## config.mk

```make
export PLATFORM = sky130hd
export DESIGN_NAME = mv_scale_sched
export DESIGN_NICKNAME = d
export VERILOG_FILES = /design/src/rtl/mv_scale_sched.sv
export SDC_FILE = /design/constraint.sdc
export NUM_CORES = 1
export LEC_CHECK = 0
export CAP_MARGIN = 20
export CORE_UTILIZATION = 38
export DETAILED_ROUTE_END_ITERATION = 16
export GPL_TIMING_DRIVEN = 0
export HOLD_SLACK_MARGIN = 0.06
export PLACE_DENSITY = 0.75
export SETUP_SLACK_MARGIN = 0.02
export SYNTH_ARGS = -nofsm -noshare
export SYNTH_HDL_FRONTEND = slang
export SYNTH_SLANG_ARGS = --single-unit
export TNS_END_PERCENT = 30
```

## constraint.sdc

```tcl
create_clock -name clk -period 3.6 [get_ports clk]
set_input_delay 0.72 -clock clk [delete_from_list [all_inputs] [get_ports clk]]
set_output_delay 0.72 -clock clk [all_outputs]
set_load 0.01 [all_outputs]
```

## src/rtl/mv_scale_sched.sv

```systemverilog
// Round-robin scheduler that shares one MV scale unit between NUM_REQ requesters.
// Latches the granted operands, pulses the unit's start, and returns tagged responses.

module mv_scale_sched #(
   parameter int unsigned NUM_REQ = 3,
   parameter int unsigned ID_W    = 2,
   parameter int unsigned TIMEOUT = 16,
   localparam int unsigned MV_W   = 15
) (
   input  logic                      clk,
   input  logic                      rst_n,
   input  logic                      flush,
   input  logic [NUM_REQ-1:0]        req_valid,
   output logic [NUM_REQ-1:0]        req_ack,
   input  logic [NUM_REQ*MV_W-1:0]   req_poc_diff1,
   input  logic [NUM_REQ*MV_W-1:0]   req_poc_diff2,
   input  logic [NUM_REQ*MV_W-1:0]   req_mv0,
   input  logic [NUM_REQ*MV_W-1:0]   req_mv1,
   output logic                      rsp_valid,
   output logic [ID_W-1:0]           rsp_id,
   output logic [MV_W-1:0]           rsp_mv0,
   output logic [MV_W-1:0]           rsp_mv1,
   output logic                      rsp_err,
   output logic                      busy,
   output logic                      scale_start,
   output logic [MV_W-1:0]           scale_poc_diff1,
   output logic [MV_W-1:0]           scale_poc_diff2,
   output logic [MV_W-1:0]           scale_mv0,
   output logic [MV_W-1:0]           scale_mv1,
   input  logic [MV_W-1:0]           scale_mv0_scaled,
   input  logic [MV_W-1:0]           scale_mv1_scaled,
   input  logic                      scale_done
);

   localparam int unsigned PTR_W = (NUM_REQ > 1) ? $clog2(NUM_REQ) : 1;
   localparam int unsigned CNT_W = (TIMEOUT > 1) ? $clog2(TIMEOUT) : 1;

   typedef enum logic [1:0] {IDLE = 2'd0, START = 2'd1, WAIT = 2'd2, RESP = 2'd3} state_e;

   state_e            state_q, state_d;
   logic [PTR_W-1:0]  ptr_q, ptr_d;
   logic [CNT_W-1:0]  cnt_q, cnt_d;
   logic [ID_W-1:0]   op_id_q, op_id_d;
   logic [MV_W-1:0]   op_td_q, op_td_d, op_tb_q, op_tb_d;
   logic [MV_W-1:0]   op_mv0_q, op_mv0_d, op_mv1_q, op_mv1_d;
   logic [ID_W-1:0]   rsp_id_q, rsp_id_d;
   logic [MV_W-1:0]   rsp_mv0_q, rsp_mv0_d, rsp_mv1_q, rsp_mv1_d;
   logic              rsp_err_q, rsp_err_d;

   logic [MV_W-1:0]   td_a  [NUM_REQ];
   logic [MV_W-1:0]   tb_a  [NUM_REQ];
   logic [MV_W-1:0]   mv0_a [NUM_REQ];
   logic [MV_W-1:0]   mv1_a [NUM_REQ];
   logic [PTR_W-1:0]  arb_idx, gnt_idx;
   logic              gnt_vld, bypass, timeout;

   // Unpack the flat per-requester operand buses
   always_comb begin
      for (int unsigned i = 0; i < NUM_REQ; i++) begin
         td_a[i]  = req_poc_diff1[i*MV_W +: MV_W];
         tb_a[i]  = req_poc_diff2[i*MV_W +: MV_W];
         mv0_a[i] = req_mv0[i*MV_W +: MV_W];
         mv1_a[i] = req_mv1[i*MV_W +: MV_W];
      end
   end

   // First requesting index at or after the pointer, wrapping
   always_comb begin
      gnt_vld = 1'b0;
      gnt_idx = '0;
      arb_idx = '0;
      for (int unsigned k = 0; k < NUM_REQ; k++) begin
         arb_idx = PTR_W'((32'(ptr_q) + k) % NUM_REQ);
         if (!gnt_vld && req_valid[arb_idx]) begin
            gnt_vld = 1'b1;
            gnt_idx = arb_idx;
         end
      end
   end

   assign bypass  = (td_a[gnt_idx] == tb_a[gnt_idx]) || (td_a[gnt_idx] == '0);
   assign timeout = (cnt_q == CNT_W'(TIMEOUT - 1));

   always_ff @(posedge clk or negedge rst_n) begin
      if (!rst_n) state_q <= IDLE;
      else        state_q <= state_d;
   end

   always_comb begin : next_state
      state_d = state_q;
      if (flush) begin
         state_d = IDLE;
      end else begin
         case (state_q)
            IDLE:    if (gnt_vld) state_d = bypass ? RESP : START;
            START:   state_d = WAIT;
            WAIT:    if (scale_done || timeout) state_d = RESP;
            RESP:    state_d = IDLE;
            default: state_d = IDLE;
         endcase
      end
   end

   always_comb begin : outputs
      req_ack     = '0;
      scale_start = 1'b0;
      busy        = 1'b0;
      rsp_valid   = 1'b0;
      case (state_q)
         IDLE:    if (rst_n && !flush && gnt_vld) req_ack[gnt_idx] = 1'b1;
         START: begin
            scale_start = 1'b1;
            busy        = 1'b1;
         end
         WAIT:    busy = 1'b1;
         RESP: begin
            busy      = 1'b1;
            rsp_valid = !flush;
         end
         default: ;
      endcase
   end

   // Operand latch, pointer, WAIT counter and held response fields
   always_comb begin : datapath
      ptr_d     = ptr_q;
      cnt_d     = cnt_q;
      op_id_d   = op_id_q;
      op_td_d   = op_td_q;
      op_tb_d   = op_tb_q;
      op_mv0_d  = op_mv0_q;
      op_mv1_d  = op_mv1_q;
      rsp_id_d  = rsp_id_q;
      rsp_mv0_d = rsp_mv0_q;
      rsp_mv1_d = rsp_mv1_q;
      rsp_err_d = rsp_err_q;
      if (flush) begin
         cnt_d = '0;
      end else begin
         case (state_q)
            IDLE: if (gnt_vld) begin
               ptr_d    = (gnt_idx == PTR_W'(NUM_REQ - 1)) ? '0 : gnt_idx + 1'b1;
               op_id_d  = ID_W'(gnt_idx);
               op_td_d  = td_a[gnt_idx];
               op_tb_d  = tb_a[gnt_idx];
               op_mv0_d = mv0_a[gnt_idx];
               op_mv1_d = mv1_a[gnt_idx];
               if (bypass) begin
                  rsp_id_d  = ID_W'(gnt_idx);
                  rsp_mv0_d = mv0_a[gnt_idx];
                  rsp_mv1_d = mv1_a[gnt_idx];
                  rsp_err_d = 1'b0;
               end
            end
            START: cnt_d = '0;
            WAIT: begin
               cnt_d = cnt_q + 1'b1;
               if (scale_done) begin
                  rsp_id_d  = op_id_q;
                  rsp_mv0_d = scale_mv0_scaled;
                  rsp_mv1_d = scale_mv1_scaled;
                  rsp_err_d = 1'b0;
               end else if (timeout) begin
                  rsp_id_d  = op_id_q;
                  rsp_mv0_d = op_mv0_q;
                  rsp_mv1_d = op_mv1_q;
                  rsp_err_d = 1'b1;
               end
            end
            default: ;
         endcase
      end
   end

   always_ff @(posedge clk or negedge rst_n) begin
      if (!rst_n) begin
         ptr_q     <= '0;
         cnt_q     <= '0;
         op_id_q   <= '0;
         op_td_q   <= '0;
         op_tb_q   <= '0;
         op_mv0_q  <= '0;
         op_mv1_q  <= '0;
         rsp_id_q  <= '0;
         rsp_mv0_q <= '0;
         rsp_mv1_q <= '0;
         rsp_err_q <= 1'b0;
      end else begin
         ptr_q     <= ptr_d;
         cnt_q     <= cnt_d;
         op_id_q   <= op_id_d;
         op_td_q   <= op_td_d;
         op_tb_q   <= op_tb_d;
         op_mv0_q  <= op_mv0_d;
         op_mv1_q  <= op_mv1_d;
         rsp_id_q  <= rsp_id_d;
         rsp_mv0_q <= rsp_mv0_d;
         rsp_mv1_q <= rsp_mv1_d;
         rsp_err_q <= rsp_err_d;
      end
   end

   assign scale_poc_diff1 = op_td_q;
   assign scale_poc_diff2 = op_tb_q;
   assign scale_mv0       = op_mv0_q;
   assign scale_mv1       = op_mv1_q;
   assign rsp_id          = rsp_id_q;
   assign rsp_mv0         = rsp_mv0_q;
   assign rsp_mv1         = rsp_mv1_q;
   assign rsp_err         = rsp_err_q;

endmodule

```

; Word-level counts from Yosys, hierarchy flattened
; Index checks and enable logic that the tools add are counted.
[totals]
input_bits = 217
wordCells = 115
register_bits = 103
[classes]
n_div = 3
reduce_logical = 18
n_addsub = 4
mux = 59
eq_ne = 11
n_bitwise = 2
n_lt_le_gt_ge = 6
[op_table]
columns = operator, count
row1 = $mux W15, 16
row2 = $bmux W15 S2, 4
row3 = $mod A32 B2 Y32 const B, 2
row4 = $pmux W15 S2, 2
row5 = $mod A2 B2 Y32 const B, 1
row6 = $mux W2, 12
row7 = $eq A15 B15 Y1, 1
row8 = $logic_not A15 Y1, 1
row9 = $mux W1, 14
row10 = $lt A2 B3 Y1 const B, 4
row11 = $ne A3 B3 Y1 const B, 3
row12 = $pmux W2 S4, 1
row13 = $pmux W4 S2, 1
row14 = $bmux W1 S2, 3
row15 = $eq A2 B2 Y1 const B, 3
row16 = $mux W3, 2
row17 = $logic_and A1 B1 Y1, 5
row18 = $reduce_and A5 Y1, 1
row19 = $add A4 B1 Y4 const B, 1
row20 = $eq A4 B4 Y1 const B, 1
row21 = $mux W4, 1
row22 = $ne A2 B2 Y1 const B, 2
row23 = $pmux W2 S2, 1
row24 = $add A2 B1 Y3 const B, 1
row25 = 17 further kinds, 20

; Depth between registers and ports, before layout
; Gate-level depths: netlist of the first run.
[logic_depth]
ltp_word = 20
ltp_mapped = 18

; Worst setup path before layout of the first run
; Ideal clock, no wire load.
[synth_timing]
path_kind = reg2reg
startpoint = reg ptr_q[0]
endpoint = reg rsp_err_q (netlist: rsp_err)
setup_slack_ps = -10
stages_incl_launch_ff = 18
setup_ps = 125
t_arrival_ps = 3485
synth_period_minus_slack_ps = 3610
required_time_ps = 3475
path_cell_list = dfrtp_1 > inv_1 > ha_1 > buf_2 > nor2b_1 > o31ai_2 > and3_1 > buf_6 > nor2_4 > a21oi_2 > o2bb2ai_2 > nand2_1 > or4_4 > o31ai_4 > o211a_1 > buf_6 > buf_12 > mux2_4
[synth_via]
elab_chain_len = 18
word_cells_on_any_way = 34
classes_between = add/sub: 2 / div: 3 / eq/ne: 3 / mux: 18 / bitwise: 1 / reduce/logical: 7
[synth_lines]
columns = item, line
row1 = "start, declared", 41  ; logic [PTR_W-1:0] ptr_q, ptr_d;
row2 = "start signal, assigned", 189  ; ptr_q <= ptr_d;
row3 = branches (longest 17 deep; another with $mod A32 B2 Y32), -
row4 = $reduce_and A5 Y1 (no line) *, -
row5 = "end signal, assigned", 199  ; rsp_err_q <= rsp_err_d;
row6 = "end, declared", 48  ; logic rsp_err_q, rsp_err_d;
; Every way passes the cells marked *. The select of a mux whose other input is x is not followed.
; A chain may end at the register's enable or synchronous reset.

; Worst setup path in the final report of the first run
[layout_timing]
startpoint = reg ptr_q[0]
endpoint = reg rsp_mv0_q[6] (netlist: rsp_mv0[6])
[layout_via]
elab_chain_len = 18
word_cells_on_any_way = 40
classes_between = add/sub: 2 / div: 3 / eq/ne: 3 / mux: 24 / bitwise: 1 / reduce/logical: 7
[layout_lines]
columns = item, line
row1 = branches (longest 18 deep; another with $mod A32 B2 Y32), -
row2 = "end signal, assigned", 197  ; rsp_mv0_q <= rsp_mv0_d;
row3 = "end, declared", 47  ; logic [MV_W-1:0] rsp_mv0_q, rsp_mv0_d, rsp_mv1_q, rsp_mv1_d;
; Parallel ways; which one is timed is not known. The select of a mux whose other input is x is not followed.

==> results, run 1 <==
- The flow ran to the end, but the final reports show violations.
- The checks that failed: setup timing.
- After layout, the minimum clock period comes to 3.95 ns.
- The worst stage delay on the critical path is 0.41 ns.
- The first detailed-routing pass took 5 iterations.
- The cell area after synthesis is 6640 um^2.
- For this run, the top clock speed supported by timing is 0.253 GHz.
- For this configuration, the core starts out at a cell density of 0.395.
- The clock reaches the later pin of the worst-skew pair after 0.35 ns.
- After detailed routing, the number of vias per cell comes to 5.38.
- The sum of routed wire length over all layers is 26300 um.
- The maximum level of the CTS H-tree is 3.
- The cell count after placement is 1236.
- Dividing total power by cell area gives a power density of 1050 nW/um^2.
- The number of cells on the worst reg-to-reg path is 17.
- The count of nets left with antenna violations once routing finished came out at 0.
- The overall fraction of global-route tracks in use is 0.283.
- The number of vias in the routed layout is 6959.
- The cell that appears most often on the critical path is buf_6.
- TritonCTS built the clock tree.
- STA puts the critical path data required time at 3.83 ns.
- The terminus of the critical flop-to-flop path is rsp_mv0[6]$_DFFE_PN0P_.
- Across the routed clock network, the largest skew measured is 0.00685 ns.
- The root buffer cell is clkbuf_16.
- The total grt overflow is 0.
- The sequential fraction of the synthesis area is 0.388.
- The data arrival time of the worst path is 4.18 ns.
- Yosys printed 0 warnings.
- The clock-pin slew of the registers on the worst-case setup and hold paths is 0.07 ns.
- At the pin with the least slew margin, the transition time is 0.874 ns.
- VDD sags by at most 0.593 mV.
- The number of buffers on the longest clock path is 2.
- The synthesized design spends more area on one cell type than any other, namely dfrtp_1.
- In the layout the commonest cells are clkdlybuf4s50_1 (306), nand2_1 (116), dfrtp_1 (102).
- The post-DP HPWL is 18600 um.
- After detailed routing, the number of remaining DRC violations is 0.
- Counting flops with a built-in enable in the synthesized netlist gives 0.
- In the final routed layout, each cell accounts on average for 20.3 um.
- The share of synthesized area in the top cell type comes to 0.388.
- Of all nets on the critical path, the largest fanout is 10.
- The synthesized area per cell is 9.46 um^2.
- The class of the tightest hold or removal check is in -> async.
- The via count of the first global-routing pass was 6883.
- The number of nets in the finished design is 1296.
- The floorplan has 47 rows.
- Setup violations remaining at the end of the flow were counted as 35.
- The number of nets in the synthesized netlist is 929.
- The repair_antennas step left the layout with diodes totalling 0.
- The die area is 18000 um^2.
- The worst register-to-register path begins at ptr_q[0]$_DFFE_PN0P_.
- The count of final max-slew check failures is 0.
- The finished layout holds 1294 standard cells, fillers aside.
- In the finished design, the share of the clock period the worst path needs comes to 1.10.
- The total core area is 16800 um^2.
- The CTS sink count is 103.
- TritonCTS created 9 clock buffers.
- The number of max-cap violations is 0.
- By area the synthesized netlist is led by dfrtp_1 (39%), mux2_2 (7.5%), mux2_4 (7.0%).
- The number of filler instances in the final layout is 1344.
- Hold repair after CTS inserted 0 buffers.
- From bottom edge to top edge, the die measures 134 um.
- The category of the worst setup path capture point is a register.
- The gate count after technology mapping is 702.
- STA classifies the critical path startpoint as a register.
- In this run the tool buffered the top-level ports with 313 buffer cells.
- Setup repair after global routing could not meet its margin everywhere.
- The proportion of synthesized flip-flops having asynchronous set or reset is 1.00.
- The first routing iteration left 430 violations.
- The horizontal extent of the die is 134 um.
- The area growth from synthesis to final layout is 70.1%.
- The worst pin sits at a relative slew slack of 0.417.
- The master of the slowest instance on the critical path is dfrtp_1.
- The leakage power is 4.75 nW.
- In the final layout, the share of cells above drive strength 1 is 0.212.
- Walking the worst path, the cells encountered are buf_6 > ha_4 > mux2i_2 > mux2_4 > and3_4 > buf_8 > nor3_4 > buf_6 > o2bb2ai_4 > xor2_1 > nand4_1 > nor2_1 > nor4b_4 > o211a_1 > buf_6 > buf_12 > mux2_4.
- The total power is 0.0118 W.
- The number of antenna violations at the first check in global routing is 0.
- The count of endpoints failing hold in the final timing report is 0.
- In the synthesized netlist the dominant register cell turns out to be dfrtp_1.
- The top-level port count is 316.
- The buffers plus inverters on the worst setup path is 5.
- The number of different library cells used by synthesis comes to 56.
- The type of the worst setup path is reg -> reg.
- The library cell used most frequently in the layout, excluding fill and tap cells, is clkdlybuf4s50_1.
- The synthesized design contains 103 register bits.
- The cell family contributing the most delay on the critical path is simple AND/OR/NAND/NOR gates.
- The first global-routing pass estimated 38500 um of wire.
- The register-to-register setup slack is -0.35 ns.
- The slack of the critical path is -0.351 ns.
- The congestion estimate from routability-driven global placement came to 0.874.
- Entering global routing, the biggest net connects 65 pins.
==> state kept, by name (all words and copies together) (netlist names) <==
signal,flops
scale_poc_diff1,15
scale_mv0,15
rsp_err,1
scale_poc_diff2,15
rsp_id,2
ptr_q,2
rsp_mv0,15
cnt_q,4
op_id_q,2
rsp_mv1,15
state_q,2
scale_mv1,15
==> timing repair <==
item	in CTS	in global routing
setup endpoints to repair	67	38
setup buffers	32	11
gates cloned	4	0
pin swaps	27	21
gates resized for setup	95	42
==> cell type report <==
cell class / count / area [um^2] / share of cell area
multi-input combinational: 538 / 4120 / 0.365
timing repair buffer: 358 / 3540 / 0.313
sequential: 103 / 2580 / 0.228
buffer: 51 / 422 / 0.0373
tap: 220 / 275 / 0.0244
clock buffer: 13 / 260 / 0.0230
clock inverter: 3 / 65.1 / 0.00576
inverter: 8 / 32.5 / 0.00288
==> report_power, final <==
part	internal, W	switching, W	leakage (nW)
registers	0.00174	0.000370	1.25
clock network	0.000648	0.000444	0.160
logic	0.00428	0.00434	3.34
==> cell usage after synthesis (2+ instances only) <==
cell type	instances
buf_6	7
o21ai_0	36
a31oi_1	37
o21a_1	2
a21oi_2	2
nor2_1	76
a21oi_1	49
nand3_1	5
o2bb2ai_1	14
nor2b_1	6
mux2_4	31
nor2_4	2
xnor2_1	9
clkbuf_1	33
buf_1	4
mux2_2	44
o2bb2ai_2	2
ha_1	10
mux2i_1	42
nand3b_1	2
o211a_1	4
nand4_1	8
inv_1	8
dfrtp_1	103
buf_2	5
a22oi_1	4
nand2_1	118
xor2_1	7
buf_4	2
buf_12	3
and3_1	2
==> kinds of logic after synthesis <==
family                     count (synthesis)  share of synthesized area
muxes                                    117                      0.208
and+or+nand+nor                          232                      0.152
xor gates and xnor gates                  16                     0.0211
AOI/OAI and AO/OA                        162                      0.160
DFF                                      103                      0.388
buffers and inverters                     62                     0.0524
adders and majority gates                 10                     0.0188
==> metrics by stage <==
step	hold slack, ns	area (um^2)	util	setup TNS (ns)	worst slack (ns)
final	0.361	11300	0.672	-11.16	-0.351
after global routing	0.391	11300	0.672	-15.49	-0.466
after CTS	0.372	11100	0.658	-8.62	-0.307
after detailed placement	0.470	10100	0.599	-72.39	-1.61
after global placement	0.461	10100	0.598	-321.07	-3.26
after floorplan	0.424	6640	-	0	0.0293
==> worst max-delay path by stage <==
stage	startpoint	depth (start not counted)	slack, ns	endpoint
final	ptr_q[0]$_DFFE_PN0P_	17	-0.35	rsp_mv0[6]$_DFFE_PN0P_
after global routing	ptr_q[0]$_DFFE_PN0P_	17	-0.47	rsp_mv0[7]$_DFFE_PN0P_
after CTS	ptr_q[0]$_DFFE_PN0P_	18	-0.31	rsp_mv1[5]$_DFFE_PN0P_
after detailed placement	req_valid[1]	10	-1.61	req_ack[0]
after global placement	rst_n	4	-3.26	req_ack[0]
after floorplan	ptr_q[0]$_DFFE_PN0P_	17	0.03	rsp_err$_DFFE_PN0P_
==> routing by layer <==
metal	GRT usage	wire (um)	vias up
li1	-	-	3209
met1	0.350	10600	3374
met2	0.472	12900	314
met3	0.0692	1890	62
met4	0.113	864	0
met5	0	0	-
No activity file was read; power rests on OpenSTA's default activity.
==> inputs of run 2 (changes only) <==
- ABC_CLOCK_PERIOD_IN_PS: not set -> 3600
==> results of run 2 <==
The final DEF is identical to that of run 1; final timing and power are the same.
